File: config.mk
export PLATFORM = sky130hd
export DESIGN_NAME = trdb_resync_counter_flat
export DESIGN_NICKNAME = d
export VERILOG_FILES = /design/src/rtl/trdb_resync_counter_pkg.sv /design/src/rtl/trdb_resync_counter_if.sv /design/src/rtl/trdb_resync_counter.sv /design/src/flat_wrapper.sv
export SDC_FILE = /design/constraint.sdc
export NUM_CORES = 1
export LEC_CHECK = 0
export CAP_MARGIN = 0
export CORE_MARGIN = 8
export CORE_UTILIZATION = 45
export DETAILED_ROUTE_END_ITERATION = 10
export GPL_ROUTABILITY_DRIVEN = 0
export PLACE_DENSITY = 0.77
export RECOVER_POWER = 25
export SLEW_MARGIN = 20
export SYNTH_ARGS = -nofsm -noshare
export SYNTH_HDL_FRONTEND = slang
export SYNTH_SLANG_ARGS = --single-unit
export TNS_END_PERCENT = 5
File: constraint.sdc
create_clock -name clk_i -period 3.2 [get_ports clk_i]
set_clock_uncertainty 0.05 [all_clocks]
set_input_delay 0.32 -clock clk_i [delete_from_list [all_inputs] [get_ports clk_i]]
set_output_delay 0.32 -clock clk_i [all_outputs]
set_load 0.03 [all_outputs]
File: src/rtl/trdb_resync_counter_pkg.sv
// trdb_resync_counter_pkg: packet format, sync subformat, resync mode/state types and counter width
package trdb_resync_counter_pkg;
  localparam int RESYNC_CNT_W = 16;
  typedef enum logic [1:0] {F_OPT_EXT = 2'h0, F_DIFF_DELTA = 2'h1, F_ADDR_ONLY = 2'h2, F_SYNC = 2'h3} trdb_format_e;
  typedef enum logic [1:0] {SF_START = 2'h0, SF_TRAP = 2'h1, SF_CONTEXT = 2'h2, SF_SUPPORT = 2'h3} trdb_f_sync_subformat_e;
  typedef enum logic [0:0] {CYCLE_MODE = 1'b0, PACKET_MODE = 1'b1} trdb_resync_mode_e;
  typedef enum logic [1:0] {RS_IDLE, RS_COUNTING, RS_PENDING, RS_URGENT} trdb_resync_state_e;
endpackage

File: src/rtl/trdb_resync_counter_if.sv
// trdb_resync_counter_if: control/packet inputs (enable, mode, threshold, flush, pkt_*) and resync/urgent/count outputs
interface trdb_resync_counter_if
  import trdb_resync_counter_pkg::*;
#(
  parameter int CNT_W = RESYNC_CNT_W
) ();
  logic             enable_i;
  logic             mode_i;
  logic [CNT_W-1:0] threshold_i;
  logic             flush_i;
  logic             pkt_valid_i;
  logic [1:0]       pkt_format_i;
  logic [1:0]       pkt_subformat_i;
  logic             resync_o;
  logic             urgent_o;
  logic [CNT_W-1:0] count_o;
  modport master (
    output enable_i, mode_i, threshold_i, flush_i, pkt_valid_i, pkt_format_i, pkt_subformat_i,
    input  resync_o, urgent_o, count_o
  );
  modport slave (
    input  enable_i, mode_i, threshold_i, flush_i, pkt_valid_i, pkt_format_i, pkt_subformat_i,
    output resync_o, urgent_o, count_o
  );
endinterface

File: src/rtl/trdb_resync_counter.sv
// trdb_resync_counter: resync timer (clk_i, async rst_i, bus.slave) raising resync_o after threshold events and urgent_o after a second period
module trdb_resync_counter
  import trdb_resync_counter_pkg::*;
#(
  parameter int CNT_W  = RESYNC_CNT_W,
  parameter bit SAT_EN = 1'b1
) (
  input  logic                 clk_i,
  input  logic                 rst_i,
  trdb_resync_counter_if.slave bus
);
  trdb_resync_state_e state_q;
  trdb_resync_mode_e  mode_q;
  logic [CNT_W-1:0]   cnt_q;
  logic [CNT_W:0]     cnt_inc;
  logic [CNT_W-1:0]   cnt_sat;
  logic               resync_q, urgent_q, sync_evt, inc_evt, hit;
  assign sync_evt = bus.pkt_valid_i && bus.pkt_format_i == F_SYNC &&
                    (bus.pkt_subformat_i == SF_START || bus.pkt_subformat_i == SF_TRAP);
  assign inc_evt  = bus.mode_i == PACKET_MODE ? bus.pkt_valid_i && !sync_evt : 1'b1;
  assign cnt_inc  = {1'b0, cnt_q} + {{CNT_W{1'b0}}, 1'b1};
  assign hit      = bus.threshold_i != '0 && cnt_inc >= {1'b0, bus.threshold_i};
  assign cnt_sat  = SAT_EN && (&cnt_q) ? cnt_q : cnt_inc[CNT_W-1:0];
  always_ff @(posedge clk_i or posedge rst_i) begin
    if (rst_i) begin
      state_q  <= RS_IDLE;
      mode_q   <= CYCLE_MODE;
      cnt_q    <= '0;
      resync_q <= 1'b0;
      urgent_q <= 1'b0;
    end else begin
      mode_q <= trdb_resync_mode_e'(bus.mode_i);
      if (!bus.enable_i) begin
        state_q  <= RS_IDLE;
        cnt_q    <= '0;
        resync_q <= 1'b0;
        urgent_q <= 1'b0;
      end else if (state_q == RS_IDLE || bus.flush_i || sync_evt) begin
        state_q  <= RS_COUNTING;
        cnt_q    <= '0;
        resync_q <= 1'b0;
        urgent_q <= 1'b0;
      end else if (bus.mode_i != mode_q) begin
        cnt_q <= '0;
      end else if (inc_evt) begin
        if (state_q != RS_URGENT && hit) begin
          state_q  <= state_q == RS_COUNTING ? RS_PENDING : RS_URGENT;
          cnt_q    <= '0;
          resync_q <= 1'b1;
          urgent_q <= state_q == RS_PENDING;
        end else begin
          cnt_q <= cnt_sat;
        end
      end
    end
  end
  assign bus.resync_o = resync_q;
  assign bus.urgent_o = urgent_q;
  assign bus.count_o  = cnt_q;
endmodule
File: src/flat_wrapper.sv
// flat-port wrapper written by rule: the top's interface ports become plain ports
module trdb_resync_counter_flat import trdb_resync_counter_pkg::*;
#(
  parameter int CNT_W  = RESYNC_CNT_W,
  parameter bit SAT_EN = 1'b1
)
  (clk_i, rst_i, bus_enable_i, bus_mode_i, bus_threshold_i, bus_flush_i, bus_pkt_valid_i, bus_pkt_format_i, bus_pkt_subformat_i, bus_resync_o, bus_urgent_o, bus_count_o);
  trdb_resync_counter_if #(.CNT_W(CNT_W)) bus_i ();
  input  logic clk_i;
  input  logic rst_i;
  input wire logic [$bits(bus_i.enable_i)-1:0] bus_enable_i;
  input wire logic [$bits(bus_i.mode_i)-1:0] bus_mode_i;
  input wire logic [$bits(bus_i.threshold_i)-1:0] bus_threshold_i;
  input wire logic [$bits(bus_i.flush_i)-1:0] bus_flush_i;
  input wire logic [$bits(bus_i.pkt_valid_i)-1:0] bus_pkt_valid_i;
  input wire logic [$bits(bus_i.pkt_format_i)-1:0] bus_pkt_format_i;
  input wire logic [$bits(bus_i.pkt_subformat_i)-1:0] bus_pkt_subformat_i;
  output wire logic [$bits(bus_i.resync_o)-1:0] bus_resync_o;
  output wire logic [$bits(bus_i.urgent_o)-1:0] bus_urgent_o;
  output wire logic [$bits(bus_i.count_o)-1:0] bus_count_o;
  assign bus_i.enable_i = bus_enable_i;
  assign bus_i.mode_i = bus_mode_i;
  assign bus_i.threshold_i = bus_threshold_i;
  assign bus_i.flush_i = bus_flush_i;
  assign bus_i.pkt_valid_i = bus_pkt_valid_i;
  assign bus_i.pkt_format_i = bus_pkt_format_i;
  assign bus_i.pkt_subformat_i = bus_pkt_subformat_i;
  assign bus_resync_o = bus_i.resync_o;
  assign bus_urgent_o = bus_i.urgent_o;
  assign bus_count_o = bus_i.count_o;
  trdb_resync_counter #(.CNT_W(CNT_W), .SAT_EN(SAT_EN)) u_core (.clk_i(clk_i), .rst_i(rst_i), .bus(bus_i));
endmodule
==> results.txt <==
----------------------------------------------------
[STA]
  Setup repair after global routing missed its margin ... yes
  Tightest Pin Transition ... 804 ps
  Post-route clock period utilization ... 104%
  Rel. slew slack ... 46.4%
  Max Slew Vio Count ... 0
  Hold slack final ... 568 ps
  Total of endpoints with negative setup slack in the final report ... 4
  Post-route minimum period ... 3320 ps
  Final Hold Viols ... 0
  Final setup margin ... -123 ps
  Max Freq ... 301 MHz

[Layout]
  Layout cell share with drive strength beyond 1 ... 27.8%
  Area growth from synthesis to layout ... 52.5%
  Most common cell after layout, fill and taps aside ... sky130_fd_sc_hd__clkdlybuf4s50_1
  Area of the multi-input gates ... 1290 µm²
  Utilization of the core after routing ... 72.2%
  Storage element area ... 509 µm²
  Number of nets in the final layout ... 332
  Highest-count cells in the layout ignoring fill and taps ... sky130_fd_sc_hd__clkdlybuf4s50_1, sky130_fd_sc_hd__buf_4, sky130_fd_sc_hd__nand2_1
  Number of filler cells placed in the layout ... 277
  Diode insertion count for antenna repair ... 0

[Clocking]
  Buffers from clock root to sink, at most ... 2
  Reg clk slew, reported paths ... 80 ps
  CTS Hold Buffers Added ... 0
  Clock latency of the later-clocked register in the worst-skew pair ... 260 ps
  Root Driver ... sky130_fd_sc_hd__clkbuf_8
  Max H-tree Level ... 1
  Total clock buffers created by CTS ... 3
  Number of sinks driven by the clock tree ... 20
  CTS tree ... yes

[Logic synthesis]
  Avg Synthesized Cell Area ... 8.29 µm²
  Cell area after technology mapping ... 1760 µm²
  Share of Yosys cell area claimed by the top area cell type ... 28.5%
  Sequential cell area fraction in the yosys report ... 28.5%
  Number of enable-type register cells in the synthesized netlist ... 0
  Number of distinct library cells after synthesis ... 49
  Synthesized netlist net count ... 255
  Primary FF master, synth ... sky130_fd_sc_hd__dfrtp_1
  Leading area contributor after synthesis ... sky130_fd_sc_hd__dfrtp_1
  Synth warnings ... 0
  Post-synthesis cell count ... 212
  Flops & latches, synth ... 20
  Share of flip-flops with an asynchronous set or reset after synthesis ... 100%
  Top area cells in the synthesized netlist ... sky130_fd_sc_hd__dfrtp_1, sky130_fd_sc_hd__ha_1, sky130_fd_sc_hd__nand2_1, sky130_fd_sc_hd__inv_1, sky130_fd_sc_hd__xnor2_1

[Worst setup path]
  Worst r2r path cells ... 13
  Max FO, Critical Path ... 4
  Arrival time at the worst endpoint ... 3430 ps
  Reg-to-reg startpoint ... u_core.bus.count_o[0]
  Critical path type ... register to register
  Crit end category ... register
  Worst reg2reg path endpoint ... u_core.state_q[0]
  CP startpoint kind ... register
  Required time at the endpoint of the critical path ... 3310 ps
  Reg2reg setup slack ... -120 ps

[Floorplan]
  Die Span X ... 78.5 µm
  Row count ... 22
  Area of the core ... 3720 µm²
  Overall die height ... 78.5 µm
  Top-Level Pins ... 44
  Effective utilization at floorplan ... 47.3%
  Total die area ... 6160 µm²

[Detailed routing]
  Remaining number of nets flagged by the antenna check after routing ... 0
  Routed wire length ... 5.55 mm
  First-pass iteration count of the detailed router ... 4
  Detailed router's first-iteration violation count ... 149
  Overall via count from detail_route ... 1915
  Number of DRC violations after detailed routing ... 0
  WL per Instance ... 16.5 µm
  Routed vias/inst ... 5.70

[Power and ir drop]
  Flop pwr share ... 49.4%
  Internal power of the cells ... 389 µW
  Net Sw Power ... 129 µW
  Maximum vdd drop ... 0.314 mV
  Proportion of power drawn by combinational gates ... 16.7%
  Leakage Power ... 1.23 nW
  Clock power share ... 33.9%
  Switching share of total power ... 24.9%
  Post-route total power ... 518 µW
  Power Density ... 193 nW/µm²

[Global route]
  Final global-route overflow total ... 0
  Overall global routing resource usage ... 17.3%
  Largest net degree at the start of global routing ... 21
  Via count of the first global-routing pass ... 1889
  Initial antenna violation count ... 0
  Global-route wire length before repair ... 8.86 mm

[Min path]
  Class of the tightest hold or removal check ... register to register
  WHS Path Cells ... 2
  Worst hold path endpoint ... u_core.bus.count_o[14]
  Origin of the worst min-delay path ... u_core.bus.count_o[14]

[Place]
  DPL Wire Length ... 4.15 mm
  IO Port Bufs ... 42
  Placement Setup Slack ... -86.7 ps

[Run status]
  Run status ... finished, violations left
  Violated checks ... negative setup slack

[Run]
  Reported max-cap violation count ... 0

----------------------------------------------------
[synthesized netlist by cell type, types with 2 or more instances]
cell type                    n
sky130_fd_sc_hd__o21ai_0     3
sky130_fd_sc_hd__dfrtp_1    20
sky130_fd_sc_hd__xor2_1      5
sky130_fd_sc_hd__clkbuf_1    3
sky130_fd_sc_hd__o22ai_1     2
sky130_fd_sc_hd__nand2_1    31
sky130_fd_sc_hd__nand3b_1    2
sky130_fd_sc_hd__buf_4       2
sky130_fd_sc_hd__o2bb2ai_1   3
sky130_fd_sc_hd__and2_1      2
sky130_fd_sc_hd__or4_4       3
sky130_fd_sc_hd__a2111oi_0   2
sky130_fd_sc_hd__a22o_1      2
sky130_fd_sc_hd__o21ai_1     7
sky130_fd_sc_hd__a31oi_1     3
sky130_fd_sc_hd__nor2_1      9
sky130_fd_sc_hd__o31ai_1     4
sky130_fd_sc_hd__nor4_1      2
sky130_fd_sc_hd__inv_1      22
sky130_fd_sc_hd__nand4_1     6
sky130_fd_sc_hd__nor3_1      4
sky130_fd_sc_hd__nand3_1    12
sky130_fd_sc_hd__a21oi_1     8
sky130_fd_sc_hd__a41o_2      2
sky130_fd_sc_hd__ha_1       17
sky130_fd_sc_hd__xnor2_1     8
sky130_fd_sc_hd__and3b_1     2
sky130_fd_sc_hd__nor2b_1     2
sky130_fd_sc_hd__nand2b_1    4
[metal layers]
| layer | vias to the layer above | part of all wire, % | global-route usage (%) |
|---|---|---|---|
| li1 | 928 | - | - |
| met4 | 0 | 1.0 | 4.44 |
| met1 | 917 | 43 | 21.4 |
| met2 | 64 | 50 | 30.2 |
| met5 | - | 0 | 0 |
| met3 | 6 | 6.0 | 2.85 |
[what timing repair did]
item,in CTS,in global routing
resized for setup,4,17
buffers inserted,0,7
pin swaps,0,15
setup endpoints to repair,8,19
[worst max-delay path by stage]
stage / depth (start not counted) / startpoint / to / slack [ps]
2_1_floorplan: 13 / u_core.bus.count_o[2] / u_core.bus.count_o[1] / 8
3_3_place_gp: 13 / u_core.bus.count_o[5] / u_core.bus.count_o[11] / -30
3_5_place_dp: 13 / u_core.bus.count_o[5] / u_core.bus.count_o[11] / -90
4_1_cts: 13 / u_core.bus.count_o[5] / u_core.bus.count_o[1] / -80
5_1_grt: 13 / u_core.bus.count_o[7] / u_core.state_q[0] / -270
6_report: 13 / u_core.bus.count_o[0] / u_core.state_q[0] / -120
[layout make-up]
class / count / share of cell area (%)
tap: 48 / 2.24
timing repair buffer: 78 / 25.9
multi-input combinational: 164 / 48.1
clock buffer: 4 / 1.68
inverter: 22 / 3.08
sequential: 20 / 19.0
[power by group through the flow]
stage / Sequential (mW) / Clock [mW] / Combinational (mW)
finish: 0.256 / 0.176 / 0.0867
global route: 0.256 / 0.197 / 0.0966
CTS: 0.256 / 0.177 / 0.0848
detailed placement: 0.261 / 0 / 0.0837
global placement: 0.261 / 0 / 0.0820
floorplan: 0.261 / 0 / 0.0361
[critical path, stage by stage (launching register included)]
cell and delay [ps]:
sky130_fd_sc_hd__dfrtp_2 420, sky130_fd_sc_hd__nand2_1 120, sky130_fd_sc_hd__nor4_4 300, sky130_fd_sc_hd__and2_4 230, sky130_fd_sc_hd__nand2_1 120, sky130_fd_sc_hd__xnor2_2 170, sky130_fd_sc_hd__ha_1 300, sky130_fd_sc_hd__nand4_1 140
sky130_fd_sc_hd__nor3_2 70, sky130_fd_sc_hd__a221oi_2 340, sky130_fd_sc_hd__buf_4 180, sky130_fd_sc_hd__nand4_1 150, sky130_fd_sc_hd__a2111oi_2 430, sky130_fd_sc_hd__and3b_1 210
[through the flow]
stage	setup TNS (ps)	cells	area [µm²]
after CTS	-118	329	2540
after detailed placement	-202	325	2480
final	-267	336	2680
after floorplan	0	212	1820
after global routing	-2070	336	2680
after global placement	-32.5	325	2480
[kinds of logic after synthesis]
logic type	after synthesis	share of synthesized area, %
compound gates	47	20.1
buf+inv	28	6.48
fa+ha+maj	17	12.1
xor+xnor	13	6.48
flops	20	28.5
simple gates	87	26.3
[sequential cells by signal, indices dropped and copies added (netlist names)]
| signal | cells |
|---|---|
| u_core.bus.count_o | 16 |
| u_core.mode_q | 1 |
| u_core.bus.urgent_o | 1 |
| u_core.bus.resync_o | 1 |
| u_core.state_q | 1 |
Note: power is estimated with default switching activity, not from simulation.
